File: src/rtl/x9_mc_core.sv
// x9_mc_core: multi-cycle X9 core sequenced by an FSM (fetch/decode/execute/writeback).
// It has an 8-entry register file, carry/zero flags, and external synchronous-read memories.
module x9_mc_core #(
  parameter int DW = 8,
  parameter int PW = 12,
  parameter int AW = 8,
  parameter int CW = 16
) (
  input  logic          clk,
  input  logic          reset,
  input  logic          req,
  output logic          done,
  output logic [PW-1:0] imem_addr,
  input  logic [8:0]    imem_rdata,
  output logic [AW-1:0] dmem_addr,
  output logic [DW-1:0] dmem_wdata,
  output logic          dmem_we,
  input  logic [DW-1:0] dmem_rdata,
  output logic [CW-1:0] retired
);
  localparam int XW = (DW > AW) ? DW : AW;

  typedef enum logic [2:0] {IDLE, FETCH, DECODE, EXEC, WB, HALTED} state_t;

  state_t            state;
  logic [PW-1:0]     pc;
  logic [8:0]        ir;
  logic [DW-1:0]     regs [8];
  logic              carry;
  logic              zero;

  logic [DW-1:0]     rd_val;
  logic [DW-1:0]     rb_val;
  logic [DW-1:0]     alu_res;
  logic              alu_c;
  logic [DW:0]       sum;
  logic signed [4:0] br_off;
  logic [PW-1:0]     pc_inc;
  logic [PW-1:0]     pc_br;
  logic              dec_mem;
  logic              dec_st;
  logic [XW-1:0]     dec_rb_ext;

  assign imem_addr = pc;
  assign rd_val    = regs[ir[4:2]];
  assign rb_val    = regs[{1'b1, ir[1:0]}];
  assign br_off    = ir[4:0];
  assign pc_inc    = pc + PW'(1);
  assign pc_br     = pc_inc + PW'(br_off);

  // Memory address and store data are set up from the fetched word, so they are stable throughout EXEC.
  assign dec_mem    = (imem_rdata[8:6] == 3'b100);
  assign dec_st     = dec_mem && imem_rdata[5];
  assign dec_rb_ext = XW'(regs[{1'b1, imem_rdata[1:0]}]);

  always_comb begin
    sum     = '0;
    alu_res = '0;
    alu_c   = carry;
    case (ir[7:5])
      3'b000: begin
        sum     = {1'b0, rd_val} + {1'b0, rb_val};
        alu_res = sum[DW-1:0];
        alu_c   = sum[DW];
      end
      3'b001: begin
        sum     = {1'b0, rd_val} + {1'b0, rb_val} + (DW+1)'(carry);
        alu_res = sum[DW-1:0];
        alu_c   = sum[DW];
      end
      3'b010: begin
        sum     = {1'b0, rd_val} + {1'b0, ~rb_val} + (DW+1)'(1);
        alu_res = sum[DW-1:0];
        alu_c   = sum[DW];
      end
      3'b011: alu_res = rd_val & rb_val;
      3'b100: alu_res = rd_val | rb_val;
      3'b101: alu_res = rd_val ^ rb_val;
      3'b110: begin
        alu_res = {rd_val[DW-2:0], 1'b0};
        alu_c   = rd_val[DW-1];
      end
      default: begin
        alu_res = {1'b0, rd_val[DW-1:1]};
        alu_c   = rd_val[0];
      end
    endcase
  end

  always_ff @(posedge clk or posedge reset) begin
    if (reset) begin
      state      <= IDLE;
      pc         <= '0;
      ir         <= '0;
      carry      <= 1'b0;
      zero       <= 1'b0;
      done       <= 1'b0;
      dmem_we    <= 1'b0;
      dmem_addr  <= '0;
      dmem_wdata <= '0;
      retired    <= '0;
      for (int i = 0; i < 8; i++) regs[i] <= '0;
    end else begin
      case (state)
        IDLE: begin
          if (req) begin
            pc      <= '0;
            carry   <= 1'b0;
            zero    <= 1'b0;
            retired <= '0;
            state   <= FETCH;
          end
        end
        FETCH: state <= DECODE;
        DECODE: begin
          ir <= imem_rdata;
          if (dec_mem) dmem_addr <= dec_rb_ext[AW-1:0];
          if (dec_st) dmem_wdata <= regs[imem_rdata[4:2]];
          dmem_we <= dec_st;
          state   <= EXEC;
        end
        EXEC: begin
          dmem_we <= 1'b0;
          if (!ir[8]) begin
            regs[ir[4:2]] <= alu_res;
            carry         <= alu_c;
            zero          <= (alu_res == '0);
            pc            <= pc_inc;
            retired       <= retired + CW'(1);
            state         <= FETCH;
          end else if (ir[7]) begin
            regs[ir[6:4]] <= DW'(ir[3:0]);
            pc            <= pc_inc;
            retired       <= retired + CW'(1);
            state         <= FETCH;
          end else begin
            case (ir[6:5])
              2'b00: state <= WB;
              2'b01: begin
                pc      <= pc_inc;
                retired <= retired + CW'(1);
                state   <= FETCH;
              end
              2'b10: begin
                pc      <= zero ? pc_inc : pc_br;
                retired <= retired + CW'(1);
                state   <= FETCH;
              end
              default: begin
                retired <= retired + CW'(1);
                done    <= 1'b1;
                state   <= HALTED;
              end
            endcase
          end
        end
        WB: begin
          regs[ir[4:2]] <= dmem_rdata;
          pc            <= pc_inc;
          retired       <= retired + CW'(1);
          state         <= FETCH;
        end
        HALTED: begin
          if (!req) begin
            done  <= 1'b0;
            state <= IDLE;
          end
        end
        default: state <= IDLE;
      endcase
    end
  end
endmodule

File: config.mk
export PLATFORM = sky130hd
export DESIGN_NAME = x9_mc_core
export DESIGN_NICKNAME = d
export VERILOG_FILES = /design/src/rtl/x9_mc_core.sv
export SDC_FILE = /design/constraint.sdc
export NUM_CORES = 1
export LEC_CHECK = 0
export ABC_AREA = 1
export BUFFER_PORTS_ARGS = -buffer_cell sky130_fd_sc_hd__clkbuf_2
export CELL_PAD_IN_SITES_DETAIL_PLACEMENT = 2
export CELL_PAD_IN_SITES_GLOBAL_PLACEMENT = 2
export CORE_MARGIN = 3
export CORE_UTILIZATION = 35
export DETAILED_ROUTE_END_ITERATION = 8
export PLACE_DENSITY_LB_ADDON = 0.1
export SLEW_MARGIN = 10
export SYNTH_ARGS = -nofsm -noshare
export SYNTH_HDL_FRONTEND = slang
export SYNTH_SLANG_ARGS = --single-unit
File: constraint.sdc
create_clock -name clk -period 10.7 [get_ports clk]
set_input_delay 1.07 -clock clk [delete_from_list [all_inputs] [get_ports clk]]
set_output_delay 1.07 -clock clk [all_outputs]
set_load 0.005 [all_outputs]
# After elaboration in Yosys (flattened, before gate mapping)
# Cells that the tools add are included.
# totals
regBits,124
input_bits,20
out_inout_bits,46
elab_cells,141
# op_classes
add_sub_neg,7
order_cmp,7
eq_ne,24
mux,52
n_bitwise,9
reduce_logical,24
# op_table
op,n
$bwmux 64,3
$mux 64,2
$pmux 64 s2,1
$bmux 8 s3,4
$mux 8,10
$mux 16,4
$pmux 8 s7,1
$demux 8 s3,2
$mux 12,4
$pmux 16 s3,1
$pmux 12 s3,1
$pmux 12 s2,1
$ge 4x4->1 const B,5
$not 3->4,5
$add 8x8->9,2
$eq 3x3->1 const B,6
$pmux 3 s6,1
$add 16x1->16 const B,1
$ne 2x2->1 const B,7
$add 12x1->12 const B,1
$add 12x12->12,1
$eq 3x2->1 const B,4
$mux 3,4
$add 9x1->9,1
28 further kinds,51

# Longest topological paths before layout
# Gate-level depths: netlist (run 1).
# logic_depth
depth_word,11
ltp_mapped,28
ltp_nobuf,25

# Worst setup path before layout (run 1)
# OpenSTA, ideal clock, no wires.
# synth_path
path_type,reg-to-reg
from,reg ir[1]
to,reg zero
setup_time_ps,116
arrival_time_ps,3241
required_ps,10584
path_slack_ps,7343
path_stages_with_launch,24
path_buffers,2
synth_period_minus_slack_ps,3357
path_cell_list,dfrtp_1 -> clkbuf_1 -> clkinv_1 -> buf_1 -> a32oi_1 -> inv_1 -> ha_1 -> inv_1 -> fa_1 -> inv_1 -> ha_1 -> inv_1 -> nor2_1 -> nand3_1 -> nor2_1 -> nand2_1 -> nand2_1 -> nand3_1 -> nand2_2 -> nand2_1 -> nand2_1 -> inv_1 -> nand2_1 -> nand2_1
# synth_via
elab_chain_len,11
elab_cells_between_ends,16
cone_classes,add/sub: 4; mux: 6; bitwise: 5; reduce/logical: 1
# synth_rtl
element,line,rtl
from (decl),27,logic [8:0] ir;
from (signal assigned),116,ir <= imem_rdata;
$not 3->4 (implied by the code) *,46,"assign rb_val = regs[{1'b1, ir[1:0]}];"
$bmux 8 s3 *,46,
$mux 8 (implied by the code) * (2 in series),46,
$not 8->8,72,"sum = {1'b0, rd_val} + {1'b0, ~rb_val} + (DW+1)'(1);"
$add 8x8->9,72,
$add 9x1->9,72,
$pmux 8 s7 *,60,case (ir[7:5])
$logic_not 8->1 *,127,zero <= (alu_res == '0);
$mux 1 *,124,if (!ir[8]) begin
$pmux 1 s2 *,104,case (state)
to (signal assigned),127,
to (decl),30,logic zero;
# Mark *: on every way between the ends. The rest lies on a longest branch, timed or not. The select of a mux whose other input is x is not followed.
# A chain may end at the register's enable or synchronous reset.

# Worst setup path in the final report (run 1)
# layout_path
from,reg ir[0]
to,reg regs[1] (netlist name)
# layout_via
elab_chain_len,11
elab_cells_between_ends,16
cone_classes,add/sub: 4; mux: 7; bitwise: 5
# layout_rtl
element,line,rtl
$not 3->4 (implied by the code) *,46,
$bmux 8 s3 *,46,
$mux 8 (implied by the code) * (2 in series),46,
$not 8->8,72,
$add 8x8->9,72,
$add 9x1->9,72,
$pmux 8 s7 *,60,
$bwmux 64 *,125,regs[ir[4:2]] <= alu_res;
$mux 64 *,124,
$pmux 64 s2 *,104,
"to (signal, indexed assignment)",125,
"to (signal, indexed assignment)",132,regs[ir[6:4]] <= DW'(ir[3:0]);
"to (signal, indexed assignment)",158,regs[ir[4:2]] <= dmem_rdata;
to (decl),28,logic [DW-1:0] regs [8];
# Marked as above.

==> results of run 1 <==
-- cell usage in the layout (no fill, tap or decap), drive strengths merged, types with 4 or more instances in the layout --
cell / count
nand2: 429
inv: 219
a21oi: 169
o21ai: 140
nor2: 140
dfrtp: 124
nand3: 117
clkbuf: 85
ha: 44
a22oi: 36
nor3: 23
a31oi: 19
o22ai: 17
clkinv: 17
nand4: 15
a32oi: 14
or2: 13
a221oi: 7
xor2: 7
buf: 6
o211ai: 5
xnor2: 4
bufinv: 4
-- registers in the layout, summed over array words and instances (netlist names) --
signal / count
regs: 64
done: 1
imem_addr: 12
dmem_we: 1
state: 3
dmem_wdata: 8
zero: 1
ir: 9
dmem_addr: 8
carry: 1
retired: 16
-- tightest hold or removal path: cells and delay by family (launching register included) --
| family | cells | cell delay, ns |
|---|---|---|
| compound gates | 1 | 0.08 |
| flops | 1 | 0.35 |
| simple gates | 1 | 0.06 |
-- routing by layer --
metal / global-route usage, % / part of all wire, % / vias to the layer above
met5: 0 / 0 / -
met4: 8.38 / 2.5 / 0
met3: 4.73 / 5.8 / 67
met2: 48.8 / 47 / 361
met1: 40.7 / 45 / 6087
li1: - / - / 5488
-- how the worst max path moves through the flow --
stage / from / endpoint / slack, ns / depth (start not counted)
after floorplan: reset / carry / 6.33 / 1
after global placement: ir[2] / zero / 6.59 / 26
after detailed placement: ir[2] / zero / 6.41 / 26
after CTS: ir[2] / zero / 6.36 / 26
after global routing: ir[2] / zero / 5.89 / 26
final: ir[0] / regs[1] / 6.27 / 19
-- cell families (layout without fill, tap and decap cells) --
| logic type | count (synthesis) | count (layout) |
|---|---|---|
| compound gates | 424 | 424 |
| xor+xnor | 11 | 11 |
| fa+ha+maj | 47 | 47 |
| buf+inv | 299 | 332 |
| flops | 124 | 124 |
| simple gates | 739 | 739 |
-- stage by stage --
stage	utilization [%]	setup WS (ns)	hold slack, ns	instance area, um2
final	39.4	6.27	0.521	11800
after floorplan	-	6.33	0.454	10800
after detailed placement	37.3	6.41	0.501	11200
after CTS	39.4	6.36	0.518	11800
after global placement	37.3	6.59	0.467	11200
after global routing	39.4	5.89	0.535	11800
-- area by class of cell --
class	instances	area, um2
flip-flops and latches	124	3100
clock buffers	20	447
inverters	229	870
clock inverters	12	185
repair buffers	71	370
multi-input cells	1221	6340
fillers	3739	18100
well taps	390	488
==> flow_metrics.tcl, run 1 <==
set metrics [dict create \
    outcome "finished, final reports clean" \
    period_needed_ns 4.43 \
    synth_top_area_share_pct 28.8 \
    setup_viol 0 \
    avgViaCountPerCell 5.81 \
    core_um2 30000 \
    num_vias 12000 \
    postSynth.asyncResetShare_pct 100 \
    dr.pass1.iters 8 \
    critical_path_arrival_ns 4.77 \
    hold_class "reg -> reg" \
    dp.cells 2035 \
    numCtsBuffers 17 \
    grt_max_degree 65 \
    syn_area_per_cell_um2 6.55 \
    ant_nets 0 \
    start_kind "flip-flop" \
    synth_most_common_cell "nand2_1" \
    synth_edf_count 0 \
    wire_per_inst_um 23.8 \
    synth.area.mux_share_pct 0 \
    cts_setup_buffers 0 \
    grt_usage_pct 29.8 \
    crit_type "reg -> reg" \
    io-pin-count 66 \
    crit_required_ns 11.04 \
    die_h_um 181 \
    worstMarginPinSlew_ns 1.23 \
    hpwlAfterDp_um 36400 \
    timing.final.max_slew_violations 0 \
    synth_xor_area_share_pct 0.895 \
    rr_worst_depth 19 \
    routed_wl_um 49200 \
    slew-limit-headroom_pct 17.4 \
    synth_ff_type "dfrtp_1" \
    n_antenna_cell 0 \
    yosys.area_share.simple_pct 29.6 \
    critPathTopFamily "buffers and inverters" \
    crit_buf_inv 5 \
    drc 0 \
    syn_area_um2 10800 \
    max_stage_delay_ns 0.86 \
    max_freq_ghz 0.226 \
    htreeDepth 4 \
    tns_ns 0 \
    yosysUniqueCellTypes 56 \
    hold_depth 2 \
    drive_gt1_share_pct 10.4 \
    clk_path_buf_depth 2 \
    antenna_found_initial 0 \
    dieArea_um2 32900 \
    cts.repair.resized 0 \
    tritoncts "yes" \
    yosys_warnings 0 \
    reg2reg_to "regs[1]" \
    cts.clk_slew.worst_paths_ns 0.07 \
    first_iter_violations 992 \
    synth_top_cell_by_area "dfrtp_1" \
    grt_pass1_vias 12700 \
    ys_seq_area_share_pct 28.8 \
    r2r-start "ir[0]" \
    holdPathEnd "dmem_wdata[4]" \
    synth_compound_area_share_pct 22.8 \
    finalNonFillerCells 2067 \
    rrSetupSlack_ns 6.27 \
    path_cells "inv_1 > a21oi_1 > a32oi_1 > inv_1 > ha_1 > inv_1 > fa_1 > inv_1 > ha_1 > nand2_1 > nand2_1 > nor2_1 > nand2_1 > nor2_1 > nand2_1 > nand2_1 > inv_1 > nand2_1 > a32oi_1" \
    ys_ff_latch 124 \
    min_from "dmem_wdata[4]" \
    synth_fa_ha_area_share_pct 5.67 \
    synth_top_family_by_area "simple AND/OR/NAND/NOR gates" \
    grt_setup_unrepaired "no" \
    netlist_instances 1644 \
    worstSkewPairLatency_ns 0.45 \
    ctsHoldBuffers 0 \
    crit_slowest_cell "dfrtp_1" \
    ys_top_cells_by_count "410 x nand2_1, 198 x inv_1, 168 x a21oi_1, 132 x o21ai_0, 131 x nor2_1" \
    fin_crit_sh_pct 41.4 \
    root_buffer "clkbuf_16" \
    path_common_cell "nand2_1" \
    cp_max_fo 22 \
    finalNetCount 1731 \
    die_x_um 181 \
    start_util_pct 35.9 \
    endpoint_kind "flip-flop" \
    maxCapViolations 0 \
    skew_ns 0.0185 \
    rows 63 \
    syn-num-nets 1711 \
    place_congestion 0.901 \
    port_buffers 65 \
    final_hold_viol_count 0 \
    clock-sinks 124 \
    grt-ovfl-total 0 \
    area_delta_synth_final_pct 9.68 \
    synth.area.top_cells "dfrtp_1 29%, nand2_1 14%, a21oi_1 7.8%" \
    grt_pass1_wl_um 76400 \
]
Power of run 1 is left out: the tool's default activity adds up to more than one toggle a clock period on the data nets, which glitch-free logic cannot reach.
==> run 2: changes to the inputs <==
CORE_UTILIZATION = 31   (was 35)
clock period = 3.62 ns   (was 10.7 ns; I/O delays follow)
==> flow_metrics.tcl, run 2 (synthesized netlist as in run 1, its figures left out) <==
set metrics [dict create \
    pre_cts_slack_ns 0.0462 \
    max_stage_delay_ns 0.45 \
    final_hold_viol_count 0 \
    grt_setup_unrepaired "yes" \
    routed_wl_um 51600 \
    drive_gt1_share_pct 15.3 \
    hpwlAfterDp_um 38800 \
    rr_worst_depth 20 \
    hold_class "in -> async" \
    grt_pass1_vias 12400 \
    cts.clk_slew.worst_paths_ns 0.07 \
    num_vias 12100 \
    numCtsBuffers 17 \
    layout.cells.most_common_list "405 x nand2_1, 193 x inv_1, 164 x a21oi_1" \
    htreeDepth 4 \
    outcome "finished, final reports clean" \
    die_x_um 192 \
    critPathLaunch "ir[2]" \
    slew-limit-headroom_pct 25.4 \
    nFillCells 4129 \
    crit_end "regs[54]" \
    grt_max_degree 48 \
    first_iter_violations 833 \
    finalNetCount 1795 \
    root_buffer "clkbuf_16" \
    tritoncts "yes" \
    critical_path_arrival_ns 3.75 \
    port_buffers 65 \
    crit_type "reg -> reg" \
    avgViaCountPerCell 5.54 \
    reg2reg_to "regs[54]" \
    finalWorstSetupSlack_ns 0.174 \
    dieArea_um2 37000 \
    fin_crit_sh_pct 95.2 \
    start_kind "flip-flop" \
    setup_viol 0 \
    n_antenna_cell 0 \
    core_um2 33900 \
    start_util_pct 31.8 \
    io-pin-count 66 \
    rows 67 \
    drc 0 \
    ant_nets 0 \
    skew_ns 0.0103 \
    ctsHoldBuffers 0 \
    maxCapViolations 0 \
    clk_path_buf_depth 2 \
    wire_per_inst_um 23.6 \
    cp_max_fo 15 \
    grt-ovfl-total 0 \
    period_needed_ns 3.45 \
    clock-sinks 124 \
    largest-register "regs" \
    largest_reg_flops 64 \
    dr.pass1.iters 5 \
    endpoint_kind "flip-flop" \
    place_congestion 0.934 \
    layout_commonest_cell "nand2_1" \
    antenna_found_initial 0 \
    grt_usage_pct 27.5 \
    worstMarginPinSlew_ns 1.12 \
    rrSetupSlack_ns 0.17 \
    path_cells "buf_4 > buf_12 > o21ai_0 > nand2_1 > nand2_1 > nand2_1 > nand2_1 > inv_1 > ha_4 > nand2_1 > inv_1 > nand3_1 > nand3_1 > nand2_1 > nand3_1 > nand3_1 > nor2_4 > nand2_2 > nand3_1 > a22oi_2" \
    path_common_cell "nand2_1" \
    timing.final.max_slew_violations 0 \
    crit_required_ns 3.92 \
    die_h_um 192 \
    area_delta_synth_final_pct 17.1 \
    worstSkewPairLatency_ns 0.45 \
    r2r-start "ir[2]" \
    max_freq_ghz 0.290 \
    crit_slowest_cell "dfrtp_2" \
    grt_pass1_wl_um 76600 \
]
run 2: changes by cell type in the layout (fill, tap and decap cells not counted), sizes merged:
cell      before  now
clkinvlp       1    3
clkinv        17   19
buf            6   67
nand2        429  430
bufinv         4    3
clkbuf        85   84
run 2: worst min path at each step:
stage | startpoint | endpoint | slack, ns | cells past startpoint
final | reset | carry | 0.12 | 2
after global routing | reset | carry | 0.20 | 2
after CTS | reset | carry | 0.15 | 2
after detailed placement | dmem_wdata[5] | dmem_wdata[5] | 0.50 | 2
after global placement | done | done | 0.47 | 2
after floorplan | carry | carry | 0.45 | 2
run 2: worst max-delay path: cells and delay by family (launching register included):
family	cells	cell delay, ns
DFF	1	0.45
adders and majority gates	1	0.35
buffers and inverters	4	0.54
AOI/OAI and AO/OA	2	0.24
and+or+nand+nor	13	1.71
run 2: per-layer routing:
metal	GRT usage, %	vias to the layer above	wire (um)
met5	0	-	0
met2	44.0	279	23600
met3	3.47	62	2120
li1	-	5627	-
met4	8.43	0	1380
met1	38.8	6153	24500
run 2: through the flow:
stage	instances	TNS (ns)	hold WS [ns]	utilization, %	cell area, um2
final	2189	0	0.120	37.2	12600
after detailed placement	2148	0	0.505	34.6	11700
after global routing	2189	-0.104	0.203	37.2	12600
after floorplan	1644	0	0.454	-	10800
after CTS	2180	0	0.151	36.5	12300
after global placement	2148	0	0.469	34.6	11700
run 2: layout make-up:
cell class	instances	area [um2]	area share (%)
clock buffer	17	425	3.38
multi-input combinational	1222	6490	51.5
sequential	124	3100	24.6
timing repair buffer	134	953	7.57
tap	448	561	4.45
inverter	229	878	6.97
clock inverter	15	188	1.49
run 2: repair_timing:
item	4_1_cts	5_1_grt
gates resized for setup	0	41
setup buffers	0	6
endpoints found under the setup margin	0	57
Power of run 2 is left out for the same reason.
